<file path="src/rtl/cache_mem_arbiter.sv">
// cache_mem_arbiter: shares one SRAM-like memory port between the i_cache
// and d_cache miss paths. One transaction is in flight at a time. Request
// fields are latched at grant, and the response is steered back to the owner.
module cache_mem_arbiter #(
  parameter int ADDR_WIDTH = 32,
  parameter int DATA_WIDTH = 32,
  parameter int D_PRIORITY = 0
) (
  input  logic                  clk,
  input  logic                  rst,
  input  logic                  i_req,
  input  logic [1:0]            i_size,
  input  logic [ADDR_WIDTH-1:0] i_addr,
  output logic                  i_addr_ok,
  output logic                  i_data_ok,
  output logic [DATA_WIDTH-1:0] i_rdata,
  input  logic                  d_req,
  input  logic                  d_wr,
  input  logic [1:0]            d_size,
  input  logic [ADDR_WIDTH-1:0] d_addr,
  input  logic [DATA_WIDTH-1:0] d_wdata,
  input  logic [3:0]            d_wstrb,
  output logic                  d_addr_ok,
  output logic                  d_data_ok,
  output logic [DATA_WIDTH-1:0] d_rdata,
  output logic                  mem_req,
  output logic                  mem_wr,
  output logic [1:0]            mem_size,
  output logic [ADDR_WIDTH-1:0] mem_addr,
  output logic [DATA_WIDTH-1:0] mem_wdata,
  output logic [3:0]            mem_wstrb,
  input  logic                  mem_addr_ok,
  input  logic                  mem_data_ok,
  input  logic [DATA_WIDTH-1:0] mem_rdata,
  output logic                  busy
);

  typedef enum logic [1:0] {IDLE = 2'd0, ADDR = 2'd1, DATA = 2'd2} state_t;

  state_t                  state, state_nxt;
  logic                    owner_d;     // 1 = data side owns the transaction
  logic                    last_d;      // 1 = data side won the last grant
  logic                    gnt_i, gnt_d;
  logic                    done;
  logic                    cap_wr;
  logic [1:0]              cap_size;
  logic [ADDR_WIDTH-1:0]   cap_addr;
  logic [DATA_WIDTH-1:0]   cap_wdata;
  logic [3:0]              cap_wstrb;

  // Grant decision in IDLE. On a conflict the data side wins under fixed
  // priority; otherwise the side that did not win last time gets the grant.
  // Grants are suppressed while reset is held so the accept pulses stay low.
  always_comb begin
    gnt_i = 1'b0;
    gnt_d = 1'b0;
    if (state == IDLE && !rst) begin
      gnt_d = d_req && (!i_req || (D_PRIORITY != 0) || !last_d);
      gnt_i = i_req && !gnt_d;
    end
  end

  // Completion: a normal data phase, or address and data accepted together.
  always_comb begin
    done = !rst && (((state == DATA) && mem_data_ok) ||
                    ((state == ADDR) && mem_addr_ok && mem_data_ok));
  end

  // State register.
  always_ff @(posedge clk or posedge rst) begin
    if (rst) state <= IDLE;
    else     state <= state_nxt;
  end

  // Next-state logic.
  always_comb begin
    state_nxt = state;
    case (state)
      IDLE:    if (gnt_i || gnt_d) state_nxt = ADDR;
      ADDR:    if (mem_addr_ok)    state_nxt = mem_data_ok ? IDLE : DATA;
      DATA:    if (mem_data_ok)    state_nxt = IDLE;
      default: state_nxt = IDLE;
    endcase
  end

  // Owner, round-robin history and the captured request fields, updated at grant.
  always_ff @(posedge clk or posedge rst) begin
    if (rst) begin
      owner_d   <= 1'b0;
      last_d    <= 1'b0;
      cap_wr    <= 1'b0;
      cap_size  <= 2'd0;
      cap_addr  <= '0;
      cap_wdata <= '0;
      cap_wstrb <= 4'd0;
    end else if (gnt_d) begin
      owner_d   <= 1'b1;
      last_d    <= 1'b1;
      cap_wr    <= d_wr;
      cap_size  <= d_size;
      cap_addr  <= d_addr;
      cap_wdata <= d_wdata;
      cap_wstrb <= d_wstrb;
    end else if (gnt_i) begin
      owner_d   <= 1'b0;
      last_d    <= 1'b0;
      cap_wr    <= 1'b0;
      cap_size  <= i_size;
      cap_addr  <= i_addr;
      cap_wdata <= '0;
      cap_wstrb <= 4'd0;
    end
  end

  // Output decode: the accept and completion pulses, read data steering and the memory side.
  always_comb begin
    i_addr_ok = gnt_i;
    d_addr_ok = gnt_d;
    i_data_ok = done && !owner_d;
    d_data_ok = done && owner_d;
    i_rdata   = i_data_ok ? mem_rdata : '0;
    d_rdata   = d_data_ok ? mem_rdata : '0;
    mem_req   = (state == ADDR);
    mem_wr    = cap_wr;
    mem_size  = cap_size;
    mem_addr  = cap_addr;
    mem_wdata = cap_wdata;
    mem_wstrb = cap_wstrb;
    busy      = (state != IDLE);
  end

endmodule

</file>
<file path="config.mk">
export PLATFORM = sky130hd
export DESIGN_NAME = cache_mem_arbiter
export DESIGN_NICKNAME = d
export VERILOG_FILES = /design/src/rtl/cache_mem_arbiter.sv
export SDC_FILE = /design/constraint.sdc
export NUM_CORES = 1
export LEC_CHECK = 0
export CORE_ASPECT_RATIO = 0.6
export CORE_UTILIZATION = 34
export CTS_CLUSTER_DIAMETER = 80
export DETAILED_ROUTE_END_ITERATION = 16
export HOLD_SLACK_MARGIN = 0.15
export PLACE_DENSITY = 0.89
export SLEW_MARGIN = 20
export SYNTH_ARGS = -nofsm -noshare
export SYNTH_HDL_FRONTEND = slang
export SYNTH_SLANG_ARGS = --single-unit
</file>
<file path="constraint.sdc">
create_clock -name clk -period 2.6 [get_ports clk]
set_clock_uncertainty 0.05 [all_clocks]
set_input_delay 0.52 -clock clk [delete_from_list [all_inputs] [get_ports clk]]
set_output_delay 0.52 -clock clk [all_outputs]
set_load 0.01 [all_outputs]
</file>
==> run_results.csv <==
group,metric,value,unit
sta,max_freq,376.8,MHz
logic_synthesis,synth_area,3635,um^2
logic_synthesis,yosys.area.top_type,"dfrtp_1",
logic_synthesis,yosysUniqueCellTypes,24,
sta,setup_viol,23,
worst_hold_path,hold_path_class,"input pin to flip-flop",
sta,rsz0062_at_grt,"true",
worst_setup_path,slowest_stage,"dfrtp_2",
cts,ctsLongestPathBuffers,2,
logic_synthesis,synth_edf_count,0,
logic_synthesis,syn_nets,516,
worst_setup_path,arrival,2080,ps
cts,cts_tree,"built",
final_layout,area_growth,90.53,%
run_status,status,"finished with violations",
final_layout,finalCoreUtilization,0.6840,
floorplan,ios,284,
routing,route.final.wire_length,15.28,mm
final_layout,nets,800,
global_routing,grtUsageTotal,0.2605,
logic_synthesis,synth.avg_cell_area,9.745,um^2
routing,drt_first_iter_violations,255,
routing,wl_per_cell,19.17,um
worst_setup_path,cp_cell_sequence,"nand3b_1 -> buf_4 -> a211oi_4 -> buf_4 -> buf_4 -> buf_6 -> and2_1 -> clkbuf_2",
global_routing,grt_max_degree,71,
cts,hold_buffers,0,
placement,gp_congestion,0.8967,
logic_synthesis,ys_seq_area_frac,0.5095,
run_status,violations,"setup timing",
worst_setup_path,critical-path-top-delay-family,"buffers and inverters",
routing,vias_per_cell,5.255,
routing,via_count,4188,
logic_synthesis,ys_top_cells_by_count,"dfrtp_1 (74), and2_1 (65), a22o_1 (37)",
power_and_ir_drop,power_density,740.7,nW/um^2
logic_synthesis,ys_ff_latch,74,
logic_synthesis,synth_most_common_cell,"dfrtp_1",
worst_setup_path,critPathKind,"flip-flop to output port",
routing,drtPass1Iterations,5,
floorplan,die_area,11120,um^2
floorplan,die_h,82.09,um
worst_setup_path,crit_top_cell,"buf_4",
worst_setup_path,critical_path_peak_fanout,9,
final_layout,fill_cells,773,
power_and_ir_drop,peakVddDrop,470.9,uV
global_routing,grt.overflow.total,0,
logic_synthesis,yosysWarnings,0,
sta,slew_headroom,0.5385,
global_routing,grt_pass1_wl,21.80,mm
logic_synthesis,yosysTopAreaCellShare,0.5095,
worst_setup_path,critPathMaxStageDelay,440,ps
worst_setup_path,cp-end-kind,"output port",
worst_setup_path,cp_num_buf_inv,5,
cts,htree_levels,3,
cts,cts_root_buffer,"clkbuf_16",
floorplan,placement_rows,28,
global_routing,grt_pass1_vias,3942,
worst_setup_path,start_kind,"flip-flop",
power_and_ir_drop,leakagePower,3.090,nW
final_layout,num_antenna_cells,0,
cts,clock_latency,320,ps
cts,clock_sinks,74,
cts,clk_pin_slew_worst_paths,60,ps
sta,holdWs,422.3,ps
global_routing,antenna_found_initial,0,
final_layout,drive_above_1_share,0.1662,
power_and_ir_drop,power,5.130,mW
placement,dpl.hpwl,10.83,mm
logic_synthesis,ys.flop_type,"dfrtp_1",
sta,final.setup.worst_slack,-53.95,ps
sta,fin_crit_sh,1.021,
logic_synthesis,synthTopCellsByArea,"dfrtp_1 (51%), and2_1 (11%), a22o_1 (8.9%)",
routing,antenna_left,0,
sta,slew_viol_final,0,
sta,fin_crit,2654,ps
sta,max_slew.worst_pin.slew,692.3,ps
flow_run,drv_cap,0,
logic_synthesis,syn_inst,373,
floorplan,core_area,10120,um^2
cts,cts-buffers-inserted,9,
routing,drc,0,
worst_setup_path,critPathRequiredTime,2030,ps
logic_synthesis,async_flop_share,1.000,
sta,hold_viol_final,0,
floorplan,initial_core_util,0.3590,
floorplan,die_w,135.5,um
placement,io_buffers,283,
-- area by class of cell --
type / instances / area [um^2] / share of cell area
Clock buffer: 10 / 229.0 / 0.03306
Clock inverter: 6 / 91.34 / 0.01319
Inverter: 3 / 11.26 / 0.001626
Multi-Input combinational cell: 257 / 1638 / 0.2365
Sequential cell: 74 / 1853 / 0.2676
Tap cell: 135 / 168.9 / 0.02439
Timing Repair Buffer: 312 / 2934 / 0.4237
-- per-layer routing --
layer | up-vias | GRT usage | routed length (um)
met5 | - | 0 | 0
met4 | 0 | 0.06629 | 170
met3 | 14 | 0.08791 | 1349
met2 | 208 | 0.4123 | 6926
met1 | 2043 | 0.3441 | 6835
li1 | 1923 | - | -
-- cells in the final DEF, fill, tap and decap left out, types with 4 or more instances in the layout --
cell             instances
clkdlybuf4s50_1        213
dfrtp_1                 73
and2_1                  63
clkbuf_2                43
a22o_1                  37
a21oi_1                 36
o21ai_0                 35
nand3_1                 34
a31oi_1                 34
buf_4                   17
clkbuf_16               12
dlymetal6s2s_1           8
buf_2                    8
buf_6                    6
clkdlybuf4s15_1          5
dlygate4sd2_1            4
buf_12                   4
-- flip-flops by register name, summed over array words and instances, names as in the netlist --
register / count
mem_size: 2
last_d: 1
state: 2
mem_wr: 1
mem_wstrb: 4
mem_wdata: 32
mem_addr: 32
-- path summary, 6_finish.rpt --
kind	slack (ps)	cells after the start	startpoint	end
setup / recovery	-50	8	state[1]$_DFFE_PP0P_	d_rdata[4]
max in group asynchronous	1340	4	rst	state[1]$_DFFE_PP0P_
setup reg to reg	390	6	state[1]$_DFFE_PP0P_	mem_wdata[1]$_DFFE_PP0P_
hold / removal	420	2	mem_data_ok	state[1]$_DFFE_PP0P_
hold reg to reg	450	1	mem_wdata[26]$_DFFE_PP0P_	mem_wdata[26]$_DFFE_PP0P_
min in group asynchronous	640	3	rst	mem_wdata[21]$_DFFE_PP0P_
-- cell families (layout without fill, tap and decap cells) --
group	count (synthesis)	count (layout)	synth area share
AO/OA/AOI/OAI	147	147	0.2592
AND/OR/NAND/NOR	110	110	0.1790
flip-flops	74	74	0.5095
buffers and inverters	42	331	0.05232
-- what timing repair did --
| action | CTS | global route |
|---|---|---|
| hold endpoints to repair | 0 | 0 |
| pin swaps | 0 | 1 |
| setup endpoints to repair | 67 | 65 |
| gates cloned | 0 | 6 |
| setup buffers | 0 | 8 |
| gates resized for setup | 91 | 102 |
-- through the flow --
stage | std cells | setup WS [ps] | instance area [um^2] | TNS (ps)
after global routing | 797 | -116.4 | 6925 | -3322
final | 797 | -53.95 | 6925 | -541.2
after global placement | 769 | -287.7 | 6645 | -16610
after CTS | 785 | -323.4 | 6959 | -5660
after detailed placement | 769 | -315.0 | 6645 | -18330
after floorplan | 373 | 148.4 | 3635 | 0
-- report_power, final --
part	switching, mW	internal, mW
Combinational	0.902	1.17
Clock	0.457	0.841
Sequential	0.239	1.52
(Power assumes the default switching activity.)
